File: config.mk
export PLATFORM = sky130hd
export DESIGN_NAME = alien_bomb
export DESIGN_NICKNAME = d
export VERILOG_FILES = /design/src/rtl/alien_bomb_pkg.sv /design/src/rtl/bomb_lfsr.sv /design/src/rtl/alien_bomb.sv
export SDC_FILE = /design/constraint.sdc
export NUM_CORES = 1
export LEC_CHECK = 0
export BUFFER_PORTS_ARGS = -buffer_cell sky130_fd_sc_hd__buf_4
export CAP_MARGIN = 10
export CORE_ASPECT_RATIO = 1.1
export CORE_MARGIN = 2
export CORE_UTILIZATION = 30
export CTS_BUF_LIST = sky130_fd_sc_hd__clkbuf_16
export DETAILED_ROUTE_END_ITERATION = 7
export SLEW_MARGIN = 25
export SYNTH_ARGS = -nofsm -noshare
export SYNTH_HDL_FRONTEND = slang
export SYNTH_SLANG_ARGS = --single-unit
File: constraint.sdc
create_clock -name Clk -period 14.1 [get_ports Clk]
set_input_delay 2.115 -clock Clk [delete_from_list [all_inputs] [get_ports Clk]]
set_output_delay 2.115 -clock Clk [all_outputs]
set_load 0.05 [all_outputs]
File: src/rtl/alien_bomb_pkg.sv
// Shared playfield geometry for the alien formation, ship and projectiles.
package alien_bomb_pkg;

    localparam int GRID_ROWS = 5;
    localparam int GRID_COLS = 10;

    localparam int ALIEN_W  = 24;
    localparam int ALIEN_H  = 16;
    localparam int PITCH_X  = 32;
    localparam int PITCH_Y  = 24;

    localparam int SCREEN_H = 480;
    localparam int SHIP_ROW = 440;
    localparam int SHIP_W   = 32;
    localparam int SHIP_H   = 16;

    localparam logic [7:0] LFSR_SEED = 8'hA5;

    // Alive-mask bit position of the alien at (row, col); row 0 is the top row.
    function automatic logic [5:0] grid_index(input int row, input int col);
        return 6'(row * GRID_COLS + col);
    endfunction

endpackage

File: src/rtl/bomb_lfsr.sv
// 8-bit Galois LFSR (x^8+x^6+x^5+x^4+1), free-running every clock.
// Only the low nibble is exported: it seeds the candidate firing column.
module bomb_lfsr
    import alien_bomb_pkg::*;
#(
    parameter logic [7:0] SEED = LFSR_SEED
) (
    input  logic       clk,
    input  logic       rst,
    output logic [3:0] nibble
);

    // Right-shifting Galois form: taps for x^8+x^6+x^5+x^4+1.
    localparam logic [7:0] TAPS = 8'hB8;

    logic [7:0] value;

    // Shift every cycle; feedback bit folds into the tap positions.
    always_ff @(posedge clk or posedge rst) begin
        if (rst) value <= SEED;
        else     value <= (value >> 1) ^ (value[0] ? TAPS : 8'h00);
    end

    assign nibble = value[3:0];

endmodule

File: src/rtl/alien_bomb.sv
// Alien bomb: periodically drops one bomb from the bottom-most living alien
// of a pseudo-random column and reports a strike on the player ship.
// Bomb_Row/Bomb_Col are only meaningful while Bomb_Onscreen is high; Ship_Hit
// is a single-cycle pulse coincident with Bomb_Onscreen falling.
module alien_bomb
    import alien_bomb_pkg::*;
(
    input  logic        Clk,
    input  logic        Reset,
    input  logic        Tick,
    input  logic [49:0] Aliens_Grid,
    input  logic [8:0]  Aliens_Row,
    input  logic [9:0]  Aliens_Col,
    input  logic [9:0]  Ship_Col,
    output logic [8:0]  Bomb_Row,
    output logic [9:0]  Bomb_Col,
    output logic        Bomb_Onscreen,
    output logic        Ship_Hit,
    output logic [1:0]  state_dbg
);

    localparam int BOMB_W        = 2;
    localparam int BOMB_H        = 8;
    localparam int BOMB_SPEED    = 4;
    localparam int FIRE_INTERVAL = 60;

    typedef enum logic [1:0] {
        IDLE    = 2'd0,
        SELECT  = 2'd1,
        FALLING = 2'd2
    } state_t;

    state_t      state, state_next;
    logic [5:0]  interval_cnt, interval_next;
    logic [3:0]  scan_cnt, scan_next;
    logic [3:0]  cand, cand_next;
    logic [8:0]  row_next;
    logic [9:0]  col_next;
    logic        on_next, hit_next;

    logic [3:0]  lfsr_nibble, lfsr_col;
    logic        col_alive;
    logic [2:0]  bottom_row;
    logic [10:0] bomb_top, bomb_bot, bomb_left, bomb_right, ship_left, ship_right;
    logic        hit, gone;

    bomb_lfsr #(.SEED(LFSR_SEED)) u_lfsr (
        .clk    (Clk),
        .rst    (Reset),
        .nibble (lfsr_nibble)
    );

    assign lfsr_col  = (lfsr_nibble >= 4'd10) ? lfsr_nibble - 4'd10 : lfsr_nibble;
    assign state_dbg = state;

    // Bottom-most living alien of the candidate column; higher rows win.
    always_comb begin
        col_alive  = 1'b0;
        bottom_row = 3'd0;
        for (int r = 0; r < GRID_ROWS; r++) begin
            if (Aliens_Grid[grid_index(r, int'(cand))]) begin
                col_alive  = 1'b1;
                bottom_row = 3'(r);
            end
        end
    end

    // Collision and exit tests on the registered position, widened so nothing wraps.
    always_comb begin
        bomb_top   = {2'b00, Bomb_Row};
        bomb_bot   = bomb_top + 11'(BOMB_H);
        bomb_left  = {1'b0, Bomb_Col};
        bomb_right = bomb_left + 11'(BOMB_W);
        ship_left  = {1'b0, Ship_Col};
        ship_right = ship_left + 11'(SHIP_W);
        hit  = (bomb_bot > 11'(SHIP_ROW)) && (bomb_top < 11'(SHIP_ROW + SHIP_H)) &&
               (bomb_right > ship_left) && (bomb_left < ship_right);
        gone = bomb_bot > 11'(SCREEN_H);
    end

    // FSM state register.
    always_ff @(posedge Clk or posedge Reset) begin
        if (Reset) state <= IDLE;
        else       state <= state_next;
    end

    // Next-state and datapath decisions for every FSM state.
    always_comb begin
        state_next    = state;
        interval_next = interval_cnt;
        scan_next     = scan_cnt;
        cand_next     = cand;
        row_next      = Bomb_Row;
        col_next      = Bomb_Col;
        on_next       = Bomb_Onscreen;
        hit_next      = 1'b0;
        case (state)
            IDLE: begin
                cand_next = lfsr_col;
                if (Tick) begin
                    if (interval_cnt == 6'(FIRE_INTERVAL - 1)) begin
                        interval_next = 6'd0;
                        scan_next     = 4'd0;
                        state_next    = SELECT;
                    end else begin
                        interval_next = interval_cnt + 6'd1;
                    end
                end
            end
            SELECT: begin
                if (col_alive) begin
                    col_next   = Aliens_Col + 10'(int'(cand) * PITCH_X) + 10'(ALIEN_W / 2 - BOMB_W / 2);
                    row_next   = Aliens_Row + 9'(int'(bottom_row) * PITCH_Y) + 9'(ALIEN_H);
                    on_next    = 1'b1;
                    scan_next  = 4'd0;
                    state_next = FALLING;
                end else begin
                    cand_next = (cand == 4'd9) ? 4'd0 : cand + 4'd1;
                    if (scan_cnt == 4'd9) begin
                        scan_next  = 4'd0;
                        state_next = IDLE;
                    end else begin
                        scan_next = scan_cnt + 4'd1;
                    end
                end
            end
            FALLING: begin
                if (hit) begin
                    hit_next   = 1'b1;
                    on_next    = 1'b0;
                    state_next = IDLE;
                end else if (gone) begin
                    on_next    = 1'b0;
                    state_next = IDLE;
                end else if (Tick) begin
                    row_next = Bomb_Row + 9'(BOMB_SPEED);
                end
            end
            default: state_next = IDLE;
        endcase
    end

    // Datapath registers: counters, candidate column, bomb position and flags.
    always_ff @(posedge Clk or posedge Reset) begin
        if (Reset) begin
            interval_cnt  <= 6'd0;
            scan_cnt      <= 4'd0;
            cand          <= 4'd0;
            Bomb_Row      <= 9'd0;
            Bomb_Col      <= 10'd0;
            Bomb_Onscreen <= 1'b0;
            Ship_Hit      <= 1'b0;
        end else begin
            interval_cnt  <= interval_next;
            scan_cnt      <= scan_next;
            cand          <= cand_next;
            Bomb_Row      <= row_next;
            Bomb_Col      <= col_next;
            Bomb_Onscreen <= on_next;
            Ship_Hit      <= hit_next;
        end
    end

endmodule

==> results of run 1 <==
[synthesized netlist by cell type (5+ instances only)]
cell	number
ha_1	53
dfrtp_1	41
inv_1	41
nand2_1	39
mux4_2	31
o21ai_0	25
a21oi_1	23
mux2i_1	21
nand3_1	20
nor2_1	17
xnor2_1	17
and3_1	10
a31oi_1	9
nand4_1	9
nor3_1	9
xor2_1	9
a22oi_1	7
buf_2	7
clkbuf_1	7
mux2_2	7
a21o_1	6
nand2b_1	6
buf_6	5
mux2_4	5
nand3b_1	5
o211ai_1	5
o21bai_1	5
o22ai_1	5
[worst max-delay path by stage]
stage               slack (ns)                       to  cells past startpoint
floorplan                 8.78  Bomb_Row[8]$_DFFE_PP0P_                     16
global placement          8.32  Bomb_Row[8]$_DFFE_PP0P_                     18
detailed placement        8.23  Bomb_Row[8]$_DFFE_PP0P_                     18
CTS                       8.43  Bomb_Row[8]$_DFFE_PP0P_                     19
global route              8.00  Bomb_Row[8]$_DFFE_PP0P_                     19
finish                    8.45  Bomb_Row[8]$_DFFE_PP0P_                     19
[flip-flops by register name, indices dropped and copies added, names as in the netlist]
signal	count
u_lfsr.value	8
cand	4
Bomb_Row	9
Ship_Hit	1
scan_cnt	4
Bomb_Onscreen	1
Bomb_Col	10
state_dbg	2
interval_cnt	6
[through the flow]
stage	hold WS (ns)	std cells
after floorplan	0.379	516
after detailed placement	0.383	806
after CTS	0.392	814
after global routing	0.403	814
final	0.390	814
after global placement	0.381	806
[logic make-up (layout without fill, tap and decap cells)]
| kind of cell | after synthesis | count (layout) | share of synthesized area, % |
|---|---|---|---|
| mux | 64 | 64 | 21.4 |
| flops | 45 | 45 | 22.8 |
| buf+inv | 63 | 157 | 5.99 |
| compound gates | 118 | 118 | 15.9 |
| simple gates | 145 | 145 | 15.6 |
| xor+xnor | 26 | 26 | 4.58 |
| other cells | 1 | 1 | 0.0755 |
| fa+ha+maj | 54 | 54 | 13.7 |
[cell usage in the layout, fill, tap and decap left out, types with 10 or more instances in the layout]
cell type and count:
mux2i_1 21, inv_1 40, ha_1 53, nand3_1 20
nor2_1 17, mux4_2 31, nand2_1 39, and3_1 10
a21oi_1 23, buf_4 107, o21ai_0 25, dfrtp_1 40
xnor2_1 17
[layer usage]
metal	vias to the layer above	global-route usage (%)	routed length, um
met5	-	0	0
met4	0	4.22	203
met3	14	2.12	770
met2	148	26.3	6460
met1	2177	19.3	5850
li1	2137	-	-
[area by class of cell]
type | instances | area, sq um | area share (%)
Inverter | 42 | 158 | 2.60
Clock inverter | 3 | 47.5 | 0.784
Tap cell | 204 | 255 | 4.21
Clock buffer | 5 | 125 | 2.06
Timing Repair Buffer | 107 | 803 | 13.3
Sequential cell | 45 | 1130 | 18.7
Multi-Input combinational cell | 408 | 3540 | 58.4
[critical path, stage by stage (launching register included)]
cell and delay, ns:
dfrtp_1 0.98, inv_1 0.31, ha_1 0.87, mux4_2 0.58, mux2i_1 0.17, a311oi_1 0.11, o21ai_0 0.14, and2_1 0.21
nand2_1 0.06, or2_2 0.30, ha_1 0.30, ha_1 0.31, inv_1 0.06, fa_1 0.43, nand2b_1 0.17, nand2b_1 0.07
a21oi_1 0.08, xnor2_1 0.13, o21ai_0 0.14, a22oi_1 0.08
[where the power goes]
part	switching, mW	total (mW)	internal, mW
Clock	0.0554	0.140	0.0850
Combinational	0.221	0.388	0.167
Sequential	0.0355	0.183	0.147
Total	0.312	0.711	0.399
==> flow_summary.ini, run 1 <==
[sta]
setup_slack_ns = 8.45
min_period_ns = 5.65
setup_viol = 0
finalHoldViolCount = 0
fin_worst_skew_ns = 0.00396
slew-limit-headroom_pct = 35.5
grt_setup_unrepaired = false
max_freq_mhz = 177
fin_crit_sh_pct = 40.1
tns_ns = 0
drv_slew = 0
worst_pin_slew_ns = 0.968

[logic_synthesis]
yosys.area.top_type_share_pct = 20.6
ys_ff_latch = 45
synth_area_leader_cell = dfrtp_1
syn_area_sq_um = 4970
yosysSeqAreaShare_pct = 22.8
ys_warn_count = 0
synth_nets = 652
synth_edf_count = 0
synth_area_leaders = dfrtp_1 21%, mux4_2 14%, ha_1 13%, mux2i_1 4.2%, inv_1 3.1%
avgSynthCellArea_sq_um = 9.63
syn_inst = 516
yosysUniqueCellTypes = 66
synthFlopType = dfrtp_1
async_flop_share_pct = 100

[global_routing]
grt_pass1_wl_mm = 21.9
grt_antenna_before_repair = 0
grt_max_degree = 46
grt_pass1_vias = 4493
grt_usage_pct = 15.0
grt_overflow = 0

[clock_tree]
cts_tree = done
cts-htree-levels = 2
cts-root-buf = clkbuf_16
post-cts-setup-buffers = 0
cts_buffer_depth = 2
clk_latency_ns = 0.29
cts_resized = 0
cts_made_buffers = 5
clk_pin_slew_ns = 0.07
cts_hold_buffers = 0
clock-sinks = 45

[setup_path]
crit_type = reg -> reg
r2r-start = cand[2]$_DFFE_PP0P_
r2r-end = Bomb_Row[8]$_DFFE_PP0P_
regToRegSetupSlack_ns = 8.45
critPathArrivalTime_ns = 5.80
critPathCaptureType = flip-flop
cp-start-kind = flip-flop
startpoint = cand[2]$_DFFE_PP0P_
rr_worst_depth = 19
crit_required_ns = 14.25
critPathMaxFanout = 20

[floorplan]
rows = 49
initial_utilization_pct = 30.5
ioPinCount = 105
design.core.area_sq_um = 16300
die_height_um = 139
dieArea_sq_um = 17600
dieWidth_um = 127

[power]
total_power_mw = 0.711
power_density_nw_per_um2 = 117
peakVddDrop_mv = 0.0521
power_leakage_nw = 2.67

[min_path]
hp-class = reg -> reg
whs_endpoint = u_lfsr.value[6]$_DFF_PP0_
holdPathStages = 0
hold_start = u_lfsr.value[7]$_DFF_PP1_

[placement]
dp_slack_ns = 8.23
gp_congestion = 0.876
dp_hpwl_mm = 10.5
placed_area_sq_um = 5890
port_buffers = 104

[cells_and_area]
drive_gt1_share_pct = 29.2
fin_area_sq_um = 6060
final_core_util_pct = 37.2
antenna_cells = 0
areaGrowthSynthToFinish_pct = 22.0
nNetsFinal = 745
num-fill-cells = 1647

[drt]
vias = 4476
avgRoutedWirePerCell_um = 16.3
routed_wl_mm = 13.3
viasPerCell = 5.50
dr.first_iter.drc_count = 267
drc = 0
drtPass1Iterations = 4
ant_nets = 0

[outcome]
status = finished, final reports clean

[flow_run]
maxCapViolations = 0
Note: power is estimated with default switching activity, not from simulation.
==> inputs of run 2 (changes only) <==
ABC_AREA = 1   (was unset)
clock period = 5.4 ns   (was 14.1 ns; I/O delays follow)
==> run 2 against run 1 <==
- via count grew 8.4%
- maximum frequency increased by 27%
- global-route usage is 0.23 points higher
- register-to-register slack got worse by 7.5 ns
- sequential share of layout area increased by 0.65 points
- largest cell class unchanged
==> flow_summary.ini, run 2 <==
[min_path]
hold_start = u_lfsr.value[7]$_DFF_PP1_
whs_endpoint = u_lfsr.value[6]$_DFF_PP0_
holdPathStages = 0
hp-class = reg -> reg

[setup_path]
r2r-start = cand[1]$_DFFE_PP0P_
cp-start-kind = flip-flop
rr_worst_depth = 23
critPathArrivalTime_ns = 4.63
critPathCaptureType = flip-flop
crit_type = reg -> reg
regToRegSetupSlack_ns = 0.95
crit_required_ns = 5.59
critPathMaxFanout = 22
r2r-end = Bomb_Row[8]$_DFFE_PP0P_

[placement]
dp_hpwl_mm = 10.2
gp_congestion = 0.867
placedCellCount = 1004
port_buffers = 104
dp_slack_ns = 0.957

[power]
p_switching_mw = 0.917
peakVddDrop_mv = 0.134
clkPwrFrac_pct = 18.1
power_leakage_nw = 3.10
p_seq_share_pct = 29.2
power.share.combinational_pct = 52.7
p_sw_share_pct = 47.4
internal_power_mw = 1.02
power_density_nw_per_um2 = 330
total_power_mw = 1.93

[clock_tree]
post-cts-setup-buffers = 0
cts_tree = done
clk_pin_slew_ns = 0.07
cts_made_buffers = 5
cts_resized = 0
cts_hold_buffers = 0
cts-htree-levels = 2
clock-sinks = 45
clk_latency_ns = 0.29
cts-root-buf = clkbuf_16
cts_buffer_depth = 2

[flow_run]
maxCapViolations = 0

[cells_and_area]
top_register = Bomb_Col
reg_top3 = Bomb_Col x10, Bomb_Row x9, u_lfsr.value x8
instances_no_fill = 1012
areaGrowthSynthToFinish_pct = 23.1
final_common_cell = nand2_1
largest_reg_flops = 10
final_cell_mix = 189 x nand2_1, 110 x nand3_1, 108 x buf_4
multi_input_area_sq_um = 3140
drive_gt1_share_pct = 17.4
num-fill-cells = 1722
antenna_cells = 0
area.sequential_sq_um = 1130
nNetsFinal = 947

[floorplan]
design.core.area_sq_um = 15600
ioPinCount = 105
initial_utilization_pct = 30.4
rows = 48
die_height_um = 136
dieArea_sq_um = 16900
dieWidth_um = 124

[global_routing]
grt_max_degree = 46
grt_pass1_wl_mm = 20.8
grt_overflow = 0
grt_antenna_before_repair = 0
grt_pass1_vias = 4488
grt_usage_pct = 15.2

[sta]
max_freq_mhz = 225
fin_worst_skew_ns = 0.00850
fin_crit_sh_pct = 82.3
setup_slack_ns = 0.955
min_period_ns = 4.45
slew-limit-headroom_pct = 46.5
hold_slack_ns = 0.390
setup_viol = 0
finalHoldViolCount = 0
tns_ns = 0
drv_slew = 0
grt_setup_unrepaired = false
worst_pin_slew_ns = 0.802

[logic_synthesis]
ys_ff_latch = 45
avgSynthCellArea_sq_um = 6.66
ys_warn_count = 0
syn_area_sq_um = 4750
async_flop_share_pct = 100
yosys.area.top_type_share_pct = 21.6
yosysSeqAreaShare_pct = 23.8
synth_area_leader_cell = dfrtp_1
synth_edf_count = 0
syn_inst = 714
synth_nets = 850
yosysUniqueCellTypes = 46
ys_top_cells_by_count = 189 x nand2_1, 110 x nand3_1, 90 x inv_1, 53 x ha_1, 44 x nor2_1
post-synth-top-count-cell = nand2_1
synthFlopType = dfrtp_1
synth_area_leaders = dfrtp_1 22%, nand2_1 15%, ha_1 14%, nand3_1 12%, inv_1 7.1%

[drt]
dr.first_iter.drc_count = 302
avgRoutedWirePerCell_um = 12.6
viasPerCell = 4.79
drc = 0
drtPass1Iterations = 4
vias = 4852
ant_nets = 0
routed_wl_mm = 12.7

[outcome]
status = finished, final reports clean
run 2: cell types whose count changed after synthesis, sizes merged, moves of 7 or more:
cell   change
nand2    +161
nand3     +91
inv       +51
mux4      -31
nor2      +26
mux2i     -21
o21ai     +14
a21oi     +13
mux2      -12
and3       -9
xor2       +9
a31oi      -7
xnor2      -7
run 2: final cells by class:
type	instances	share of cell area [%]
Multi-Input combinational cell	557	53.6
Sequential cell	45	19.3
Timing Repair Buffer	108	13.9
Inverter	94	6.09
Tap cell	200	4.28
Clock buffer	5	2.14
Clock inverter	3	0.706
run 2: per-stage QoR:
step | instance area (sq um) | utilization (%)
global route | 5850 | 37.5
global placement | 5680 | 36.4
detailed placement | 5680 | 36.4
finish | 5850 | 37.5
CTS | 5850 | 37.5
floorplan | 4750 | -
run 2: worst max path at each step:
stage / from / end / slack [ns] / depth (start not counted)
final: cand[1]$_DFFE_PP0P_ / Bomb_Row[8]$_DFFE_PP0P_ / 0.95 / 23
after global routing: cand[1]$_DFFE_PP0P_ / Bomb_Row[8]$_DFFE_PP0P_ / 0.50 / 23
after CTS: cand[1]$_DFFE_PP0P_ / Bomb_Row[8]$_DFFE_PP0P_ / 0.94 / 23
after detailed placement: cand[1]$_DFFE_PP0P_ / Bomb_Row[8]$_DFFE_PP0P_ / 0.96 / 23
after global placement: cand[1]$_DFFE_PP0P_ / Bomb_Row[8]$_DFFE_PP0P_ / 1.03 / 23
after floorplan: cand[2]$_DFFE_PP0P_ / Bomb_Row[8]$_DFFE_PP0P_ / 1.33 / 23
run 2: power groups by stage:
stage | clock network (mW) | logic, mW | registers (mW)
6_report | 0.349 | 1.02 | 0.565
3_3_place_gp | 0 | 1.02 | 0.571
3_5_place_dp | 0 | 1.03 | 0.570
4_1_cts | 0.358 | 1.03 | 0.565
2_1_floorplan | 0 | 0.514 | 0.764
5_1_grt | 0.368 | 1.15 | 0.580
run 2: logic make-up after synthesis:
family / count (synthesis) / share of synthesized area (%)
AOI/OAI and AO/OA: 94 / 10.9
xor gates and xnor gates: 28 / 5.16
adders and majority gates: 54 / 14.4
buffers and inverters: 112 / 10.3
DFF: 45 / 23.8
other: 1 / 0.0789
and+or+nand+nor: 380 / 35.4
run 2: metal layers:
metal,GRT usage (%),vias to the layer above,wire length [um]
li1,-,2535,-
met1,19.3,2215,5710
met4,3.18,0,109
met3,1.59,8,525
met5,0,-,0
met2,27.7,94,6360
run 2: critical path, stage by stage (launching register included):
cell and delay, ns:
dfrtp_1 0.38, inv_2 0.30, ha_1 0.43, clkinv_1 0.35, nand3_1 0.18, nand2_1 0.06, nand2_1 0.06, nand3_1 0.07
nand3_1 0.09, nand2_1 0.10, o21ai_0 0.18, inv_1 0.06, ha_1 0.19, ha_1 0.28, ha_1 0.30, inv_1 0.06
fa_1 0.43, or2_2 0.32, nand2_1 0.06, a21oi_1 0.07, o21ai_0 0.16, o21ai_0 0.11, nand2_1 0.07, nand2_1 0.05
==> inputs of run 3 (changes only) <==
ABC_AREA = 0   (was 1)
clock period = 3.8 ns   (was 5.4 ns; I/O delays follow)
==> run 3 against run 2 <==
- the flow now finishes with violations (setup timing)
- design area up 15%
- power up 48%
- utilization up 3.7 points
- wire length up 15%
- combinational power up 70%
- clock power up 27%
- sequential power up 20%
- maximum frequency up 12%
- non-clock buffer count up 48
- sequential cell count unchanged
- largest power group unchanged
==> flow_summary.ini, run 3 (synthesis results as in run 1) <==
[global_routing]
grt_usage_pct = 16.2
grt_pass1_vias = 4784
grt_overflow = 0
grt_pass1_wl_mm = 23.5
grt_max_degree = 40
grt_antenna_before_repair = 0

[drt]
dr.first_iter.drc_count = 265
viasPerCell = 5.41
vias = 4671
routed_wl_mm = 14.6
avgRoutedWirePerCell_um = 16.9
ant_nets = 0
drc = 0
drtPass1Iterations = 5

[placement]
dp_hpwl_mm = 11.1
port_buffers = 104
dp_slack_ns = -0.262
placed_area_sq_um = 6200
gp_congestion = 0.872

[clock_tree]
clk_pin_slew_ns = 0.07
cts_tree = done
cts-htree-levels = 2
clk_latency_ns = 0.30
clock-sinks = 45
cts_buffer_depth = 2
cts-root-buf = clkbuf_16
cts_made_buffers = 5

[sta]
fin_crit_sh_pct = 104
setup_viol = 11
fin_worst_skew_ns = 0.00726
grt_setup_unrepaired = true
worst_pin_slew_ns = 0.729
slew-limit-headroom_pct = 51.2
min_period_ns = 3.96
setup_slack_ns = -0.163
drv_slew = 0
finalHoldViolCount = 0
max_freq_mhz = 252

[cells_and_area]
final_core_util_pct = 41.1
largest_reg_flops = 10
antenna_cells = 0
fin_area_sq_um = 6710
reg_top3 = Bomb_Col x10, Bomb_Row x9, u_lfsr.value x8
area.sequential_sq_um = 1130
final_common_cell = buf_4
top_register = Bomb_Col
final_cell_mix = 149 x buf_4, 45 x ha_1, 40 x dfrtp_1
multi_input_area_sq_um = 3740
areaGrowthSynthToFinish_pct = 34.9
num-fill-cells = 1562
nNetsFinal = 794
drive_gt1_share_pct = 39.0

[outcome]
status = finished with violations
violations = setup timing

[floorplan]
initial_utilization_pct = 30.5
rows = 49
dieArea_sq_um = 17600
die_height_um = 139
ioPinCount = 105
design.core.area_sq_um = 16300
dieWidth_um = 127

[setup_path]
critPathMaxFanout = 19
critPathArrivalTime_ns = 4.18
crit_type = reg -> reg
cp-start-kind = flip-flop
crit_required_ns = 4.01
critPathCaptureType = flip-flop

[power]
power_density_nw_per_um2 = 426
power_leakage_nw = 2.94
peakVddDrop_mv = 0.207

[flow_run]
maxCapViolations = 0

[min_path]
hp-class = in -> async
-- run 3: critical path, cell delays in order (launching register included) --
cell       delay, ns
dfrtp_2         0.45
buf_4           0.16
bufbuf_16       0.29
and2b_1         0.28
nand2_1         0.07
and3_1          0.14
nor4_1          0.28
buf_4           0.18
buf_4           0.14
nand2_2         0.04
or2_4           0.25
ha_4            0.22
ha_4            0.27
inv_2           0.04
fa_2            0.39
nand2b_4        0.16
nand2b_4        0.06
a21oi_2         0.05
xnor2_1         0.17
o21ai_1         0.08
a22oi_1         0.15
-- run 3: final cells by class --
type | count | share of cell area (%)
clock buffer | 5 | 1.87
clock inverter | 3 | 0.317
inverter | 42 | 2.39
multi-input combinational | 408 | 55.8
sequential | 45 | 16.9
tap | 204 | 3.81
timing repair buffer | 156 | 18.9
-- run 3: path summary, 6_finish.rpt --
path                                      startpoint                        end  slack, ns  cells past startpoint
max                              cand[1]$_DFFE_PP0P_    Bomb_Row[8]$_DFFE_PP0P_      -0.16                     20
min                                            Reset    Bomb_Col[1]$_DFFE_PP0P_       0.16                      2
max reg2reg                      cand[1]$_DFFE_PP0P_    Bomb_Row[8]$_DFFE_PP0P_      -0.16                     20
min reg2reg                u_lfsr.value[7]$_DFF_PP1_  u_lfsr.value[6]$_DFF_PP0_       0.40                      0
max in group asynchronous                      Reset        cand[1]$_DFFE_PP0P_       2.86                      3
min in group Clk           u_lfsr.value[7]$_DFF_PP1_  u_lfsr.value[6]$_DFF_PP0_       0.40                      0
-- run 3: routing by layer --
metal | track usage [%] | share of wire [%]
met5 | 0 | 0
met4 | 5.61 | 1.9
met3 | 1.66 | 4.3
met2 | 28.2 | 50
met1 | 21.0 | 44
-- run 3: per-stage QoR --
stage	hold slack (ns)	instances	setup TNS, ns	total power, mW
floorplan	0.379	516	-1.25	1.79
global placement	0.383	835	-0.502	2.24
detailed placement	0.387	835	-0.764	2.26
CTS	0.166	858	-0.404	2.81
global route	0.178	863	-2.30	3.06
finish	0.162	863	-0.552	2.86
-- run 3: power breakdown --
| part | total (mW) | internal (mW) | leakage [nW] | switching (mW) |
|---|---|---|---|---|
| clock | 0.444 | 0.245 | 0.0718 | 0.199 |
| combinational | 1.73 | 0.810 | 2.32 | 0.923 |
| sequential | 0.679 | 0.546 | 0.551 | 0.134 |
| total | 2.86 | 1.60 | 2.94 | 1.26 |
-- run 3: what timing repair did --
| item | 4_1_cts | 5_1_grt |
|---|---|---|
| gates resized for setup | 19 | 9 |
| gates cloned | 1 | 1 |
| hold buffers | 0 | 0 |
| setup endpoints to repair | 4 | 21 |
| buffers inserted | 14 | 4 |
| pin swaps | 20 | 13 |
